`src/rtl/cpu_types_pkg.sv`:
```
// cpu_types: shared types for the out-of-order front end.
//   RS_tag_type    : reservation-station tag, 0 (TAG_NONE) means "no producer"
//   task_t         : decoded task (op, rd, rs1, rs2)
//   DEFAULT_NUM_RS : default number of reservation stations
//   lowest_free()  : lowest-numbered free RS as a tag
//   tag_valid()    : tag names a real RS (1..num_rs)
package cpu_types;

   localparam int DEFAULT_NUM_RS = 4;
   localparam int TAG_W          = 3;
   // Widest RS vector a 3-bit tag can address (tags 1..7).
   localparam int MAX_RS         = 7;

   typedef logic [TAG_W-1:0] RS_tag_type;

   localparam RS_tag_type TAG_NONE = 3'd0;

   typedef enum logic [3:0] {
      OP_ADD = 4'd0,
      OP_SUB = 4'd1,
      OP_AND = 4'd2,
      OP_OR  = 4'd3,
      OP_XOR = 4'd4,
      OP_SLL = 4'd5,
      OP_SRL = 4'd6,
      OP_SLT = 4'd7
   } op_e;

   typedef struct packed {
      op_e        op;
      logic [4:0] rd;
      logic [4:0] rs1;
      logic [4:0] rs2;
   } task_t;

   // Bit i of free_vec is RS i+1; returns TAG_NONE when nothing is free.
   function automatic RS_tag_type lowest_free(input logic [MAX_RS-1:0] free_vec);
      RS_tag_type res;
      res = TAG_NONE;
      for (int i = MAX_RS - 1; i >= 0; i--) begin
         if (free_vec[i]) begin
            res = RS_tag_type'(i + 1);
         end else begin
            res = res;
         end
      end
      return res;
   endfunction

   function automatic logic tag_valid(input RS_tag_type tag, input int num_rs);
      return (tag != TAG_NONE) && (int'(tag) <= num_rs);
   endfunction

endpackage

```
`src/rtl/issue_queue_reg_status_table.sv`:
```
// reg_status_table: register -> producing-RS map for 32 architectural registers.
//   clk, rst_n          : clock, synchronous active-low reset
//   clear               : synchronous wipe of every entry
//   rd_addr1/2, rd_tag1/2 : two read ports; x0 and entries matching a live
//                           broadcast read as TAG_NONE (same-cycle bypass)
//   wr_en, wr_addr, wr_tag: single write port, wins over a broadcast clear
//   bc_valid, bc_tag    : broadcast clear of every entry equal to bc_tag
//                         (bc_valid must already be qualified by the caller)
module reg_status_table
   import cpu_types::*;
(
   input  logic       clk,
   input  logic       rst_n,
   input  logic       clear,
   input  logic [4:0] rd_addr1,
   input  logic [4:0] rd_addr2,
   output RS_tag_type rd_tag1,
   output RS_tag_type rd_tag2,
   input  logic       wr_en,
   input  logic [4:0] wr_addr,
   input  RS_tag_type wr_tag,
   input  logic       bc_valid,
   input  RS_tag_type bc_tag
);

   // x0 has no storage: it is hard-wired to TAG_NONE.
   RS_tag_type map_r [1:31];

   // Read ports with broadcast bypass.
   always_comb begin
      rd_tag1 = TAG_NONE;
      rd_tag2 = TAG_NONE;
      if (rd_addr1 == 5'd0) begin
         rd_tag1 = TAG_NONE;
      end else if (bc_valid && (map_r[rd_addr1] == bc_tag)) begin
         rd_tag1 = TAG_NONE;
      end else begin
         rd_tag1 = map_r[rd_addr1];
      end
      if (rd_addr2 == 5'd0) begin
         rd_tag2 = TAG_NONE;
      end else if (bc_valid && (map_r[rd_addr2] == bc_tag)) begin
         rd_tag2 = TAG_NONE;
      end else begin
         rd_tag2 = map_r[rd_addr2];
      end
   end

   // Map update: reset/clear, then write (priority) or broadcast clear per entry.
   always_ff @(posedge clk) begin
      if (!rst_n || clear) begin
         for (int i = 1; i < 32; i++) begin
            map_r[i] <= TAG_NONE;
         end
      end else begin
         for (int i = 1; i < 32; i++) begin
            if (wr_en && (wr_addr == 5'(i))) begin
               map_r[i] <= wr_tag;
            end else if (bc_valid && (map_r[i] == bc_tag)) begin
               map_r[i] <= TAG_NONE;
            end else begin
               map_r[i] <= map_r[i];
            end
         end
      end
   end

endmodule

```
`src/rtl/issue_queue.sv`:
```
// issue_queue: in-order task FIFO that dispatches its head to the lowest free
// reservation station and reports the producer tags of both source operands.
//   CLK, RST_N                 : clock, synchronous active-low reset
//   ENQ_VALID/ENQ_TASK/ENQ_READY : enqueue handshake
//   RS_BUSY                    : external busy flag per RS (bit i-1 = RS i)
//   CDB_VALID/CDB_TAG          : completion broadcast, frees an RS and its map entries
//   FLUSH                      : drop queued tasks, map table and RS claims
//   DISPATCH_VALID/DISPATCH_TASK/DEST_RES : head dispatch, combinational
//   T1/T2                      : producer tags of rs1/rs2 (TAG_NONE = ready)
module issue_queue
   import cpu_types::*;
#(
   parameter int DEPTH  = 4,
   parameter int NUM_RS = DEFAULT_NUM_RS
) (
   input  logic              CLK,
   input  logic              RST_N,
   input  logic              ENQ_VALID,
   input  task_t             ENQ_TASK,
   output logic              ENQ_READY,
   input  logic [NUM_RS-1:0] RS_BUSY,
   input  logic              CDB_VALID,
   input  RS_tag_type        CDB_TAG,
   input  logic              FLUSH,
   output logic              DISPATCH_VALID,
   output task_t             DISPATCH_TASK,
   output RS_tag_type        DEST_RES,
   output RS_tag_type        T1,
   output RS_tag_type        T2
);

   localparam int PW = $clog2(DEPTH);
   localparam int CW = PW + 1;
   localparam logic [CW-1:0] FULL_COUNT = CW'(DEPTH);
   localparam logic [CW-1:0] CNT_ONE    = CW'(1);
   localparam logic [PW-1:0] PTR_ONE    = PW'(1);

   task_t             mem_r [DEPTH];
   logic [PW-1:0]     rd_ptr_r;
   logic [PW-1:0]     wr_ptr_r;
   logic [CW-1:0]     count_r;
   logic [NUM_RS-1:0] alloc_r;

   logic [MAX_RS-1:0] free_s;
   RS_tag_type        dest_s;
   logic              cdb_hit_s;
   logic              enq_fire_s;
   logic              deq_fire_s;
   logic [CW-1:0]     count_next_s;
   logic [NUM_RS-1:0] alloc_next_s;

   // An RS is free when neither the outside world nor our own claim holds it.
   always_comb begin
      free_s = {MAX_RS{1'b0}};
      for (int i = 0; i < NUM_RS; i++) begin
         free_s[i] = !RS_BUSY[i] && !alloc_r[i];
      end
   end

   assign dest_s    = lowest_free(free_s);
   assign cdb_hit_s = CDB_VALID && tag_valid(CDB_TAG, NUM_RS);

   // Space freed by a same-cycle dispatch is not offered to that cycle's enqueue.
   assign ENQ_READY      = RST_N && (count_r != FULL_COUNT);
   assign DISPATCH_VALID = RST_N && !FLUSH && (count_r != {CW{1'b0}}) && (dest_s != TAG_NONE);
   assign DISPATCH_TASK  = mem_r[rd_ptr_r];
   assign DEST_RES       = dest_s;

   assign enq_fire_s = ENQ_VALID && ENQ_READY && !FLUSH;
   assign deq_fire_s = DISPATCH_VALID;

   // Occupancy: simultaneous enqueue and dequeue leave it unchanged.
   always_comb begin
      count_next_s = count_r;
      case ({enq_fire_s, deq_fire_s})
         2'b10:   count_next_s = count_r + CNT_ONE;
         2'b01:   count_next_s = count_r - CNT_ONE;
         default: count_next_s = count_r;
      endcase
   end

   // Claim vector: broadcast releases first, then the dispatch claim is applied.
   always_comb begin
      alloc_next_s = alloc_r;
      for (int i = 0; i < NUM_RS; i++) begin
         if (cdb_hit_s && (CDB_TAG == RS_tag_type'(i + 1))) begin
            alloc_next_s[i] = 1'b0;
         end else begin
            alloc_next_s[i] = alloc_r[i];
         end
         if (deq_fire_s && (dest_s == RS_tag_type'(i + 1))) begin
            alloc_next_s[i] = 1'b1;
         end else begin
            alloc_next_s[i] = alloc_next_s[i];
         end
      end
   end

   // Queue control state: reset and flush both empty the queue and drop claims.
   always_ff @(posedge CLK) begin
      if (!RST_N) begin
         rd_ptr_r <= {PW{1'b0}};
         wr_ptr_r <= {PW{1'b0}};
         count_r  <= {CW{1'b0}};
         alloc_r  <= {NUM_RS{1'b0}};
      end else if (FLUSH) begin
         rd_ptr_r <= {PW{1'b0}};
         wr_ptr_r <= {PW{1'b0}};
         count_r  <= {CW{1'b0}};
         alloc_r  <= {NUM_RS{1'b0}};
      end else begin
         rd_ptr_r <= deq_fire_s ? rd_ptr_r + PTR_ONE : rd_ptr_r;
         wr_ptr_r <= enq_fire_s ? wr_ptr_r + PTR_ONE : wr_ptr_r;
         count_r  <= count_next_s;
         alloc_r  <= alloc_next_s;
      end
   end

   // Entry storage; contents are only meaningful below the occupancy count.
   always_ff @(posedge CLK) begin
      if (enq_fire_s) begin
         mem_r[wr_ptr_r] <= ENQ_TASK;
      end
   end

   // Operand tags come from the map state before this cycle's dispatch write,
   // so a task with rs == rd sees the previous producer.
   reg_status_table u_map (
      .clk      (CLK),
      .rst_n    (RST_N),
      .clear    (FLUSH),
      .rd_addr1 (DISPATCH_TASK.rs1),
      .rd_addr2 (DISPATCH_TASK.rs2),
      .rd_tag1  (T1),
      .rd_tag2  (T2),
      .wr_en    (deq_fire_s && (DISPATCH_TASK.rd != 5'd0)),
      .wr_addr  (DISPATCH_TASK.rd),
      .wr_tag   (dest_s),
      .bc_valid (cdb_hit_s),
      .bc_tag   (CDB_TAG)
   );

endmodule
```
`config.mk`:
```
export PLATFORM = sky130hd
export DESIGN_NAME = issue_queue
export DESIGN_NICKNAME = d
export VERILOG_FILES = /design/src/rtl/cpu_types_pkg.sv /design/src/rtl/issue_queue_reg_status_table.sv /design/src/rtl/issue_queue.sv
export SDC_FILE = /design/constraint.sdc
export NUM_CORES = 1
export LEC_CHECK = 0
export BUFFER_PORTS_ARGS = -buffer_cell sky130_fd_sc_hd__buf_2
export CORE_MARGIN = 1.5
export CORE_UTILIZATION = 45
export CTS_BUF_LIST = sky130_fd_sc_hd__clkbuf_8
export CTS_CLUSTER_SIZE = 28
export DETAILED_ROUTE_END_ITERATION = 8
export SYNTH_ARGS = -nofsm -noshare
export SYNTH_HDL_FRONTEND = slang
export SYNTH_SLANG_ARGS = --single-unit
```
`constraint.sdc`:
```
create_clock -name CLK -period 4.72 [get_ports CLK]
set_clock_uncertainty 0.1 [all_clocks]
set_input_delay 1.18 -clock CLK [delete_from_list [all_inputs] [get_ports CLK]]
set_output_delay 1.18 -clock CLK [all_outputs]
set_load 0.005 [all_outputs]
```
# Word level (Yosys, flattened, before mapping)

Memory sizes are Yosys's and may differ from the RTL's. A register that Yosys moved wholly into a read port is not among the register bits.
Cells that the tools add are included.

Memories kept: 2
Flip-flop bits (word level): 11
Bits in latches: 0
RAM bits: 169
Output and inout port bits: 30
Input bits: 31
Memory bits (read-only): 0
Word-level logic and storage cells: 748

$add $sub $neg: 4
Div/mod/pow operators: 0
Multiply operators: 0
Bitwise operators: 94
Reductions and logical operators: 108
Shift operators: 0
$lt $le $gt $ge: 1
Mux-type cells: 457
Equality and inequality tests: 75

Memory list:

| name        | words | bits a word | rd ports | clocked after Yosys merged registers in | wr ports | RTL line                           | text |
|---|---|---|---|---|---|---|---|
| u_map.map_r | 31    | 3           | 33       | 0                                       | 31       | issue_queue_reg_status_table.sv:27 | `RS_tag_type map_r [1:31];` |
| mem_r       | 4     | 19          | 1        | 1                                       | 1        | issue_queue.sv:38                  | `task_t mem_r [DEPTH];` |

Operators with widths:

| kind                                                             | number |
|---|---|
| 1-bit 2-to-1 mux                                                 | 353 |
| 3-bit 2-to-1 mux                                                 | 101 |
| 3-bit == test                                                    | 33 |
| 1-bit OR                                                         | 93 |
| 1-bit logical AND                                                | 85 |
| 5-bit == test (second input constant)                            | 16 |
| 5-bit by 4-bit == test with 1-bit output (second input constant) | 8 |
| 5-bit by 3-bit == test with 1-bit output (second input constant) | 4 |
| 3-bit by 2-bit == test with 1-bit output (second input constant) | 4 |
| 5-bit by 2-bit == test with 1-bit output (second input constant) | 2 |
| 1-bit logical NOT                                                | 10 |
| 5-bit logical NOT                                                | 2 |
| 2-bit nonzero test                                               | 5 |
| 3-bit nonzero test                                               | 3 |
| 3-bit by 1-bit == test with 1-bit output (second input constant) | 2 |
| 3-bit == test (second input constant)                            | 2 |
| 3-bit one-hot mux with 2 select lines                            | 1 |
| 5-bit by 1-bit == test with 1-bit output (second input constant) | 1 |
| 5-bit nonzero test                                               | 1 |
| 2-bit by 1-bit adder with 2-bit output (second input constant)   | 2 |
| 2-bit 2-to-1 mux                                                 | 2 |
| 3-bit by 1-bit adder with 3-bit output (second input constant)   | 1 |
| 3-bit less-or-equal comparator (second input constant)           | 1 |
| 3-bit != test (second input constant)                            | 1 |
| 6 further kinds                                                  | 6 |

# Longest topological paths before layout

Depth after elaboration: 16
Depth in mapped cells: 14
Mapped depth without buffers: 11

# Hierarchy

Synthesis repeated with hierarchy kept, for this count alone.

Cell total of the unflattened synthesis: 824
Area total of the unflattened synthesis: 10436.3 sq um

Modules (own cells, without submodules):

| module           | sequential area each (sq um) | instances | cells an instance | area an instance (sq um) |
|---|---|---|---|---|
| reg_status_table | 2792.7                       | 1         | 640               | 6951.7 |
| issue_queue      | 2542.4                       | 1         | 184               | 3484.6 |

# Least setup slack after synthesis

Ideal clock, no wire load.

Path kind: input-to-output
From: input port CDB_TAG[1]
To: output port T1[0]
Arrival time: 2.996 ns
Buffers on the path: 2
Stages on the path: 8
Required time: 3.440 ns
Slack: 0.444 ns
Cells stage by stage: buf_1 buf_1 nor2_1 ha_1 nand2b_1 nor4_1 a21oi_1 and2_1

Cells in the longest elaborated chain, start to end: 6
Elaborated cells between the ends (all ways): 8
Classes of those cells: order compare: 1; eq/ne: 1; mux: 2; reduce/logical: 4

RTL lines:

| what                                                                 | RTL line                           | text |
|---|---|---|
| start, declared                                                      | issue_queue.sv:23                  | `input RS_tag_type CDB_TAG,` |
| 3-bit less-or-equal comparator or 3-bit nonzero test (tied branches) | cpu_types_pkg.sv:51                | `return (tag != TAG_NONE) && (int'(tag) <= num_rs);` |
| 1-bit logical AND                                                    | cpu_types_pkg.sv:51                |  |
| 1-bit logical AND                                                    | issue_queue.sv:61                  | `assign cdb_hit_s = CDB_VALID && tag_valid(CDB_TAG, NUM_RS);` |
| 1-bit logical AND (*)                                                | issue_queue_reg_status_table.sv:35 | `end else if (bc_valid && (map_r[rd_addr1] == bc_tag)) begin` |
| 3-bit 2-to-1 mux (*)                                                 | issue_queue_reg_status_table.sv:35 |  |
| 3-bit 2-to-1 mux (*)                                                 | issue_queue_reg_status_table.sv:33 | `if (rd_addr1 == 5'd0) begin` |
| end, declared                                                        | issue_queue.sv:28                  | `output RS_tag_type T1,` |

Mark *: on every way between the ends. The rest lies on a longest branch, timed or not.

==> summary.txt <==
Run status
  • Status: finished, violations left
  • Violated checks: setup timing

Synth
  • Warnings, synthesis: 0
  • Top_reg_cell synth: edfxtp_1
  • Synth unique cells: 50
  • Mapped cell area: between 0.01 and 0.015 mm^2
  • Seq/Total Area, Yosys: 0.527
  • Syn_area_per_cell: 11.6 um^2
  • Number of synthesized flops with an enable pin: around 170
  • Synth top area cells: edfxtp_1 (50%), xnor2_1 (8.5%), mux2i_1 (8.1%)
  • Post-synth net total: 911
  • Syn Inst Count: about 870
  • Synthesized flop and latch total: 182
  • Synth async-reset ratio: 0
  • Largest area contributor in the netlist: edfxtp_1
  • Area share of the largest cell type after synthesis: 0.501

Clocking
  • Total CTS buffers: 17
  • Clock latency on the worst-skew pair: around 0.47 ns
  • CTS clk-pin slew, worst paths: between 0.1 and 0.15 ns
  • CTS max path bufs: 2
  • CTS tree: yes
  • Hold_buf cts: 0
  • CTS root buffer: clkbuf_8
  • Max H-tree Level: 4
  • Clk sink count: ~180

Timing
  • Setup WS post-layout: -0.110 ns
  • Least-Margin Pin Slew: 0.962 ns
  • Min Hold Slack: a little under 0.4 ns
  • Hold Violations, Final: 0
  • RSZ-0062 raised after global routing: yes
  • Final Setup Violations: 6
  • Post-layout minimum cycle time: roughly 4.8 ns
  • Slew headroom: 0.359
  • Setup TNS: -0.429 ns
  • Final Cycle Share: 1.02
  • Fin. max-slew vios: 0
  • Max Freq: roughly 0.21 GHz

Floorplanning
  • Area of the core: 0.0220 mm^2
  • Die H: around 150 um
  • Site row count: 54
  • DIE WIDTH: between 150 and 200 um
  • Initial core utilization: 0.461
  • # IOs: between 60 and 70
  • Die area: 0.0234 mm^2

Worst setup path
  • Worst Path Required: approximately 3.4 ns
  • CP endpoint kind: output pin
  • Crit path max fanout: 7
  • Data arrival, critical path: approximately 3.6 ns
  • Crit path launch type: register
  • Critical path class: reg -> out
  • Worst R2R Path Depth: 7

Global routing
  • Met2 global-route usage: 0.399
  • Met3 usage: 0.0502
  • Vias in the first global route: slightly above 7000
  • First-pass GRT wire length: 41.3 mm
  • GRT busiest layer: met2
  • GRT Residual Overflow: 0
  • Largest net degree at the start of global routing: 35
  • GR Util met1: 0.308
  • GRT Resource Usage Total: 0.235
  • Antenna violations before repair: 0

Drt
  • Via Count: 7238
  • Wirelength per Cell: 21.8 um
  • Iteration-0 DRC Markers: ~450
  • DRC: 0
  • Number of routed nets with antenna violations: 0
  • Drt pass-1 iters: 7
  • Vias per cell: a little under 6
  • Routed WL: 26.9 mm

Power
  • Leakage power: about 4.1 nW
  • Power per cell area: ~290 mW/mm^2
  • Max rail drop VDD: about 0.22 mV

Cells and area
  • Layout area overhead: 14.2%
  • Post-Layout Cell Count: around 1200
  • Final Core Density: 0.526
  • # nets final: roughly 1000
  • Share of cells above drive strength 1: 0.202
  • Antenna fix cells: 0

Hold path
  • Hold path depth: 2
  • Worst min path class: reg -> reg

Place
  • Hpwl dp: approximately 17 mm
  • Port Buf Inserts: 60
  • Placed cell count: roughly 1200
  • GPL Wtd Cong: 0.874

Job
  • Max-Cap Viols: 0
-- worst max-delay path, cell delays in order (launching register included) --
cell,delay (ns)
dfxtp_4,0.37
buf_4,0.12
mux4_2,0.52
buf_12,0.17
buf_12,0.13
mux2i_1,0.10
mux4_2,0.47
nand2b_1,0.10
o311ai_2,0.12
nor3_2,0.19
xor2_1,0.14
a2111oi_4,0.42
nor3b_2,0.09
buf_2,0.14
-- final cells by class --
class                   count  area (um^2)
well taps                 280          350
fillers                  1910        10400
clock buffers              17          234
multi-input cells         618         4570
flip-flops and latches    182         5340
inverters                  12         45.0
repair buffers            106          832
clock inverters            15          190
-- sequential cells by signal, summed over array words and instances, names as in the netlist, named ones only --
signal	count
wr_ptr_r	2
rd_ptr_r	2
alloc_r	4
mem_r	76
count_r	3
u_map.map_r	93
-- what timing repair did --
item | CTS | global route
gates cloned | 4 | 0
resized for setup | 27 | 6
setup endpoints to repair | 6 | 6
pin swaps | 16 | 9
setup buffers | 19 | 1
-- metrics by stage --
step	worst slack [ns]	power [mW]	instance area [um^2]
floorplan	0.444	2.11	10100
global placement	0.241	2.22	10700
detailed placement	0.203	2.23	10700
CTS	-0.0574	3.36	11500
global route	-0.267	3.46	11600
finish	-0.110	3.34	11600
-- synthesized netlist by cell type (8+ instances only) --
cell	instances
edfxtp_1	169
nor2_1	142
xnor2_1	98
mux2i_1	82
nand2_1	54
nand3_1	36
nand4_1	33
clkbuf_1	32
mux4_2	24
a211oi_1	16
nor2b_1	15
buf_2	14
dfxtp_1	13
nand2b_1	13
inv_1	12
a21oi_1	11
a22oi_1	9
and2_1	9
buf_1	9
o22ai_1	9
nor3_1	8
o21ai_0	8
-- kinds of logic after synthesis --
family / count (synthesis) / synth area share
AO/OA/AOI/OAI: 70 / 0.0487
adder cells (fa/ha/maj): 7 / 0.00939
multiplexers: 113 / 0.144
AND/OR/NAND/NOR: 323 / 0.147
buffers and inverters: 74 / 0.0344
XOR/XNOR: 104 / 0.0900
flip-flops: 182 / 0.527
-- layout by cell type, fill, tap and decap left out, types with 3 or more instances in the layout --
cell / instances
o22ai_1: 8
buf_16: 3
clkbuf_8: 17
nor2_1: 140
nor2b_1: 13
mux2i_1: 82
nor3_2: 3
nand3_1: 36
mux2_2: 5
xnor2_1: 98
nor3_1: 5
mux4_2: 26
or3_1: 4
ha_1: 6
inv_8: 4
o21ai_0: 7
nand4_1: 33
dfxtp_1: 11
edfxtp_1: 169
a22oi_1: 8
a211oi_2: 4
a21oi_1: 10
buf_4: 30
a211oi_1: 13
a211o_1: 3
inv_1: 13
xor2_1: 6
buf_2: 62
clkinvlp_4: 3
buf_12: 7
nand2_1: 54
and2_1: 9
nand2b_1: 13
inv_6: 3
-- worst paths after layout --
kind                    from  slack (ns)                 end
hold / removal    alloc_r[1]        0.40          alloc_r[1]
setup / recovery    register       -0.11               T2[1]
setup reg to reg    register        1.63  u_map.map_r[25][0]
hold reg to reg   alloc_r[1]        0.40          alloc_r[1]
-- layer usage --
layer | wire length [um] | vias to the layer above
met5 | 0 | -
met4 | 267 | 0
li1 | - | 3310
met3 | 1930 | 22
met1 | 11400 | 3606
met2 | 13200 | 300
-- power by group --
| part | switching, mW | internal (mW) |
|---|---|---|
| sequential | 0.0475 | 1.80 |
| combinational | 0.211 | 0.157 |
| clock | 0.629 | 0.496 |
Note: power is estimated with default switching activity, not from simulation.
